$ cat src/rtl/sine_lut_scheduler_pkg.sv
// Shared constants and FSM encoding for the two-channel quarter-wave sine scheduler.
package sine_lut_scheduler_pkg;

  localparam int unsigned WS_PHASE_W = 32;
  localparam int unsigned WS_LUT_AW  = 10;
  localparam int unsigned WS_DATA_W  = 12;

  localparam logic                 RST_ACT     = 1'b1;
  localparam logic [WS_DATA_W-1:0] WS_MIDSCALE = 12'd2048;

  typedef enum logic [1:0] {
    StIdle = 2'd0,
    StRead = 2'd1,
    StCapt = 2'd2
  } ws_state_e;

endpackage

$ cat src/rtl/sine_lut_scheduler_ws_edge_sync.sv
// Two-flop synchronizer for an asynchronous waveform clock, followed by a registered
// one-cycle pulse on each synchronized rising edge.
module ws_edge_sync
  import sine_lut_scheduler_pkg::*;
(
  input  logic clk_i,
  input  logic rst_i,
  input  logic d_i,
  output logic pulse_o
);

  logic sync1_q, sync1_d;
  logic sync2_q, sync2_d;
  logic hist_q, hist_d;
  logic pulse_q, pulse_d;

  always_comb begin
    sync1_d = d_i;
    sync2_d = sync1_q;
    hist_d  = sync2_q;
    pulse_d = sync2_q & ~hist_q;
  end

  always_ff @(posedge clk_i) begin
    if (rst_i == RST_ACT) begin
      sync1_q <= 1'b0;
      sync2_q <= 1'b0;
      hist_q  <= 1'b0;
      pulse_q <= 1'b0;
    end else begin
      sync1_q <= sync1_d;
      sync2_q <= sync2_d;
      hist_q  <= hist_d;
      pulse_q <= pulse_d;
    end
  end

  assign pulse_o = pulse_q;

endmodule

$ cat src/rtl/sine_lut_scheduler.sv
// Two phase accumulators sharing one quarter-wave sine ROM port; a round-robin FSM
// schedules reads and rebuilds full-wave offset-binary samples from quadrant symmetry.
module sine_lut_scheduler
  import sine_lut_scheduler_pkg::*;
#(
  parameter int unsigned PHASE_W = WS_PHASE_W,
  parameter int unsigned LUT_AW  = WS_LUT_AW,
  parameter int unsigned DATA_W  = WS_DATA_W
) (
  input  logic              sys_clk_i,
  input  logic              sys_rst_i,
  input  logic              ws_en_i,
  input  logic              ws_clk_1_i,
  input  logic              ws_clk_2_i,
  input  logic [PHASE_W-1:0] ws_inc_1_i,
  input  logic [PHASE_W-1:0] ws_inc_2_i,
  output logic              ws_rom_rd_o,
  output logic [LUT_AW-1:0] ws_rom_addr_o,
  input  logic [DATA_W-1:0] ws_rom_data_i,
  output logic [DATA_W-1:0] ws_sine_1_o,
  output logic [DATA_W-1:0] ws_sine_2_o,
  output logic              ws_valid_1_o,
  output logic              ws_valid_2_o,
  output logic [1:0]        ws_overrun_o
);

  localparam int unsigned        PhW = LUT_AW + 2;
  localparam logic [DATA_W-1:0] Mid = {1'b1, {(DATA_W - 1){1'b0}}};

  logic [1:0]              ws_edge;
  logic [1:0][PHASE_W-1:0] inc;

  ws_state_e               state_q, state_d;
  logic [1:0][PHASE_W-1:0] acc_q, acc_d;
  logic [1:0]              pend_q, pend_d;
  logic [1:0]              ovr_q, ovr_d;
  logic                    rr_q, rr_d;      // 0 selects ch1 on a tie
  logic                    gnt_ch_q, gnt_ch_d;
  logic                    sign_q, sign_d;
  logic                    rd_q, rd_d;
  logic [LUT_AW-1:0]       addr_q, addr_d;
  logic [1:0][DATA_W-1:0]  sine_q, sine_d;
  logic [1:0]              valid_q, valid_d;

  logic [1:0]              gnt;
  logic                    gnt_ch;
  logic [PhW-1:0]          phase;
  logic [DATA_W-2:0]       mag;
  logic [DATA_W-1:0]       sample;
  logic                    unused_rom_msb;

  ws_edge_sync u_edge_1 (
    .clk_i   (sys_clk_i),
    .rst_i   (sys_rst_i),
    .d_i     (ws_clk_1_i),
    .pulse_o (ws_edge[0])
  );

  ws_edge_sync u_edge_2 (
    .clk_i   (sys_clk_i),
    .rst_i   (sys_rst_i),
    .d_i     (ws_clk_2_i),
    .pulse_o (ws_edge[1])
  );

  assign inc = {ws_inc_2_i, ws_inc_1_i};

  // The ROM holds magnitude only; the sign comes from the latched quadrant.
  assign mag            = ws_rom_data_i[DATA_W-2:0];
  assign unused_rom_msb = ws_rom_data_i[DATA_W-1];
  assign sample         = sign_q ? (Mid - {1'b0, mag}) : (Mid + {1'b0, mag});

  always_comb begin
    state_d  = state_q;
    acc_d    = acc_q;
    pend_d   = pend_q;
    ovr_d    = ovr_q;
    rr_d     = rr_q;
    gnt_ch_d = gnt_ch_q;
    sign_d   = sign_q;
    addr_d   = addr_q;
    sine_d   = sine_q;
    rd_d     = 1'b0;
    valid_d  = '0;
    gnt      = '0;
    gnt_ch   = 1'b0;
    phase    = '0;

    if (!ws_en_i) begin
      state_d = StIdle;
      acc_d   = '0;
      pend_d  = '0;
      ovr_d   = '0;
      sine_d  = {Mid, Mid};
    end else begin
      unique case (state_q)
        StIdle: begin
          if (|pend_q) begin
            gnt_ch      = (&pend_q) ? rr_q : ~pend_q[0];
            gnt[gnt_ch] = 1'b1;
            phase       = acc_q[gnt_ch][PHASE_W-1 -: PhW];
            gnt_ch_d    = gnt_ch;
            sign_d      = phase[PhW-1];
            // Odd quadrants walk the quarter table backwards.
            addr_d      = phase[PhW-2] ? ~phase[LUT_AW-1:0] : phase[LUT_AW-1:0];
            rd_d        = 1'b1;
            state_d     = StRead;
          end
        end
        StRead: state_d = StCapt;
        StCapt: begin
          sine_d[gnt_ch_q]  = sample;
          valid_d[gnt_ch_q] = 1'b1;
          rr_d              = ~gnt_ch_q;
          state_d           = StIdle;
        end
        default: state_d = StIdle;
      endcase

      // A new edge wins over the grant's clear, so a same-cycle edge stays pending.
      for (int c = 0; c < 2; c++) begin
        if (gnt[c]) begin
          pend_d[c] = 1'b0;
        end
        if (ws_edge[c]) begin
          acc_d[c] = acc_q[c] + inc[c];
          if (pend_q[c] && !gnt[c]) begin
            ovr_d[c] = 1'b1;
          end
          pend_d[c] = 1'b1;
        end
      end
    end
  end

  always_ff @(posedge sys_clk_i) begin
    if (sys_rst_i == RST_ACT) begin
      state_q  <= StIdle;
      acc_q    <= '0;
      pend_q   <= '0;
      ovr_q    <= '0;
      rr_q     <= 1'b0;
      gnt_ch_q <= 1'b0;
      sign_q   <= 1'b0;
      rd_q     <= 1'b0;
      addr_q   <= '0;
      sine_q   <= {Mid, Mid};
      valid_q  <= '0;
    end else begin
      state_q  <= state_d;
      acc_q    <= acc_d;
      pend_q   <= pend_d;
      ovr_q    <= ovr_d;
      rr_q     <= rr_d;
      gnt_ch_q <= gnt_ch_d;
      sign_q   <= sign_d;
      rd_q     <= rd_d;
      addr_q   <= addr_d;
      sine_q   <= sine_d;
      valid_q  <= valid_d;
    end
  end

  assign ws_rom_rd_o   = rd_q;
  assign ws_rom_addr_o = addr_q;
  assign ws_sine_1_o   = sine_q[0];
  assign ws_sine_2_o   = sine_q[1];
  assign ws_valid_1_o  = valid_q[0];
  assign ws_valid_2_o  = valid_q[1];
  assign ws_overrun_o  = ovr_q;

endmodule
$ cat config.mk
export PLATFORM = sky130hd
export DESIGN_NAME = sine_lut_scheduler
export DESIGN_NICKNAME = d
export VERILOG_FILES = /design/src/rtl/sine_lut_scheduler_pkg.sv /design/src/rtl/sine_lut_scheduler_ws_edge_sync.sv /design/src/rtl/sine_lut_scheduler.sv
export SDC_FILE = /design/constraint.sdc
export NUM_CORES = 1
export LEC_CHECK = 0
export ABC_AREA = 1
export CAP_MARGIN = 25
export CORE_MARGIN = 4
export CORE_UTILIZATION = 60
export DETAILED_ROUTE_END_ITERATION = 10
export GPL_ROUTABILITY_DRIVEN = 0
export PLACE_DENSITY = 0.9
export SLEW_MARGIN = 20
export SYNTH_ARGS = -nofsm -noshare
export SYNTH_HDL_FRONTEND = slang
export SYNTH_SLANG_ARGS = --single-unit
$ cat constraint.sdc
create_clock -name sys_clk_i -period 3.2 [get_ports sys_clk_i]
set_input_delay 0.64 -clock sys_clk_i [delete_from_list [all_inputs] [get_ports sys_clk_i]]
set_output_delay 0.64 -clock sys_clk_i [all_outputs]
set_load 0.05 [all_outputs]
==> key figures <==
Global routing
  – First-pass GRT wire length: 43500 um
  – Gr ovfl total: 0
  – Initial antenna violation count: 0
  – Total track usage: 29.1%
  – Largest net degree at the start of global routing: 64
  – Vias in the first global route: 9671

Clock tree
  – Worst-Skew Late Latency: 0.43 ns
  – PostCTS Resize Cnt: 0
  – Sink Count: 118
  – H-tree lvl count: 4
  – CTS Buffer Depth: 2
  – Cts hold-fix bufs: 0
  – CTS tree: done
  – CTS buffer count: 17
  – Post-CTS Setup Inserts: 0
  – Root Buffer Master: clkbuf_16
  – Clock slew at reported path FFs: 0.06 ns

Synth
  – Post-synth top cells: nand2_1, inv_1, nor2_1
  – Syn Area/Cell: 5.78 um^2
  – Syn. warnings: 0
  – Cell accounting for the most synthesized area: dfxtp_1
  – Cell Area, Synth: 9530 um^2
  – Ys async rst share: 0%
  – Most common cell in the synthesized netlist: nand2_1
  – Netlist cell types: 36
  – Register area share after synthesis: 24.8%
  – Area fraction of the dominant cell type after synthesis: 24.8%
  – Synth Register Bits: 118
  – Synth area leaders: dfxtp_1, nand2_1, inv_1
  – Syn nets: 1795
  – Ys flop type: dfxtp_1
  – Post-synth EDFFs: 0
  – Cell count after synthesis: 1649

Timing
  – Pins over their slew limit: 0
  – Setup Viol. Count Final: 0
  – Setup ws final: 0.850 ns
  – RSZ-0062 raised after global routing: no
  – Slew HR: 40.1%
  – Period utilization: 73.4%
  – Fmax: 0.425 GHz
  – Worst-Margin Slew: 0.893 ns
  – Tmin final: 2.35 ns
  – Clk_skew: 0.0138 ns
  – Fin Setup TNS: 0 ns
  – Final hold vios: 0

Placed design
  – Port bufs: 118
  – Placed inst area: 10900 um^2
  – Placed insts: 1954
  – Worst slack, placed: 0.422 ns
  – Hpwl dp: 19400 um

Setup path
  – Critical Path RT: 3.52 ns
  – Crit Reg-Reg Endpoint: ws_rom_addr_o[5]$_SDFFE_PP0P_
  – Critical setup path kind: in -> reg
  – CP Max Fanout: 4
  – Reg2Reg Launch Point: pend_q[1]$_SDFFE_PP0P_
  – Crit path DAT: 2.67 ns
  – Crit path capture type: register
  – FF-to-FF path depth: 9
  – Startpoint class of the critical path: input port
  – Flop2flop setup slack: 1.10 ns

Hold path
  – Worst hold path type: reg -> reg
  – Worst hold path endpoint: u_edge_1.pulse_o$_SDFF_PP0_
  – WHS Path Cells: 1
  – Worst hold start: u_edge_1.hist_q$_SDFF_PP0_

Final layout
  – Layout cell share with drive strength beyond 1: 4.56%
  – Fin nets: 1908
  – Flip-flop and latch area: 2360 um^2
  – Final instance area: 11500 um^2
  – Area occupied by multi-input gates: 5680 um^2
  – # diodes: 0
  – P&R area growth vs syn: 20.9%
  – Final Non-Filler Cells: 1986
  – # fillers: 1201

Floorplan
  – Initial Util: 62.0%
  – Top-level I/O count: 120
  – Die height: 134 um
  – Die width: 134 um
  – Rows: 45
  – Overall die area: 18000 um^2
  – Core area: 15400 um^2

Pwr
  – Peak supply drop: 0.000371 V
  – Pwr Density: 351 nW/um^2
  – Final Power: 0.00405 W
  – Leak Pwr: 6.60 nW

Routing
  – Routed vias: 10.2k
  – DR vias/cell: 5.14
  – Antenna viol nets, final: 0
  – Per-cell routed wire length: 13.2 um
  – Top layer in use: met4
  – DR WL met3: 1600 um
  – DR pass1 iterations: 6
  – Total wire length: 26100 um
  – Drt drc: 0
  – WL met2: 12300 um
  – M1 wire length: 11200 um
  – Initial DRC count: 803

Run status
  – Status: complete, no violations

Job
  – Maxcap violations: 0
## area by class of cell
cell class | count | share of cell area (%)
Multi-Input combinational cell | 1140 | 49.3
Tap cell | 211 | 2.29
Clock buffer | 17 | 3.69
Clock inverter | 15 | 1.58
Sequential cell | 118 | 20.5
Inverter | 358 | 11.7
Timing Repair Buffer | 127 | 11.0
## metrics by stage
stage	hold WS (ns)	util, %
floorplan	0.373	-
global placement	0.376	70.9
detailed placement	0.392	71.0
CTS	0.400	74.9
global route	0.416	74.9
finish	0.399	74.9
## cell usage in the layout (no fill, tap or decap), types with 7 or more instances in the layout
| cell type | count |
|---|---|
| nand4_1 | 7 |
| o21bai_1 | 20 |
| nor2_1 | 199 |
| ha_1 | 63 |
| inv_1 | 354 |
| clkbuf_16 | 17 |
| xor2_1 | 34 |
| nand2_1 | 519 |
| o21ai_1 | 9 |
| o21ai_0 | 60 |
| o221ai_1 | 10 |
| nand2_2 | 21 |
| clkdlybuf4s50_1 | 118 |
| buf_4 | 8 |
| nor3_1 | 7 |
| nand3_1 | 83 |
| dfxtp_1 | 118 |
| a21oi_1 | 67 |
## metal layers
layer / up-vias / global-route usage [%]
met5: - / 0
met4: 0 / 12.7
met3: 85 / 4.20
met2: 385 / 51.1
met1: 4496 / 35.4
li1: 5242 / -
## state kept, by name, indices dropped and copies added, names as in the netlist, 2 cells and up
name           flops
pend_q             2
ws_sine_2_o       12
ws_sine_1_o       12
valid_q            2
acc_q             64
state_q            2
ws_rom_addr_o     10
ws_overrun_o       2
## cell families (layout without fill, tap and decap cells)
group,after synthesis,after routing,synth area share [%]
simple gates,858,858,36.7
buf+inv,391,517,15.6
compound gates,179,179,10.7
flops,118,118,24.8
fa+ha+maj,65,65,8.69
xor+xnor,38,38,3.49
## worst max-delay path: stages
cell	delay, ns
clkdlybuf4s50_1	0.41
ha_1	0.24
fa_1	0.46
nand3_1	0.11
nand3_1	0.13
nand3_1	0.10
nand3_1	0.15
xor2_1	0.18
o21ai_0	0.18
inv_1	0.06
## worst max-delay path by stage
stage                        startpoint                      to  slack, ns  depth (start not counted)
after floorplan           ws_inc_1_i[0]  acc_q[20]$_SDFFE_PP0P_       1.09                         12
after global placement    ws_inc_1_i[0]  acc_q[16]$_SDFFE_PP0P_       0.45                         13
after detailed placement  ws_inc_1_i[0]  acc_q[16]$_SDFFE_PP0P_       0.42                         13
after CTS                 ws_inc_1_i[0]  acc_q[16]$_SDFFE_PP0P_       0.86                         13
after global routing      ws_inc_1_i[0]  acc_q[12]$_SDFFE_PP0P_       0.62                         10
final                     ws_inc_1_i[0]  acc_q[12]$_SDFFE_PP0P_       0.85                         10
## report_power, final
| group | leakage (nW) | switching [W] | internal (W) |
|---|---|---|---|
| sequential | 0.953 | 0.0000116 | 0.00149 |
| clock | 0.294 | 0.000825 | 0.00118 |
| combinational | 5.36 | 0.000318 | 0.000221 |
| total | 6.60 | 0.00116 | 0.00289 |
Power figures use the tool's default switching activity.
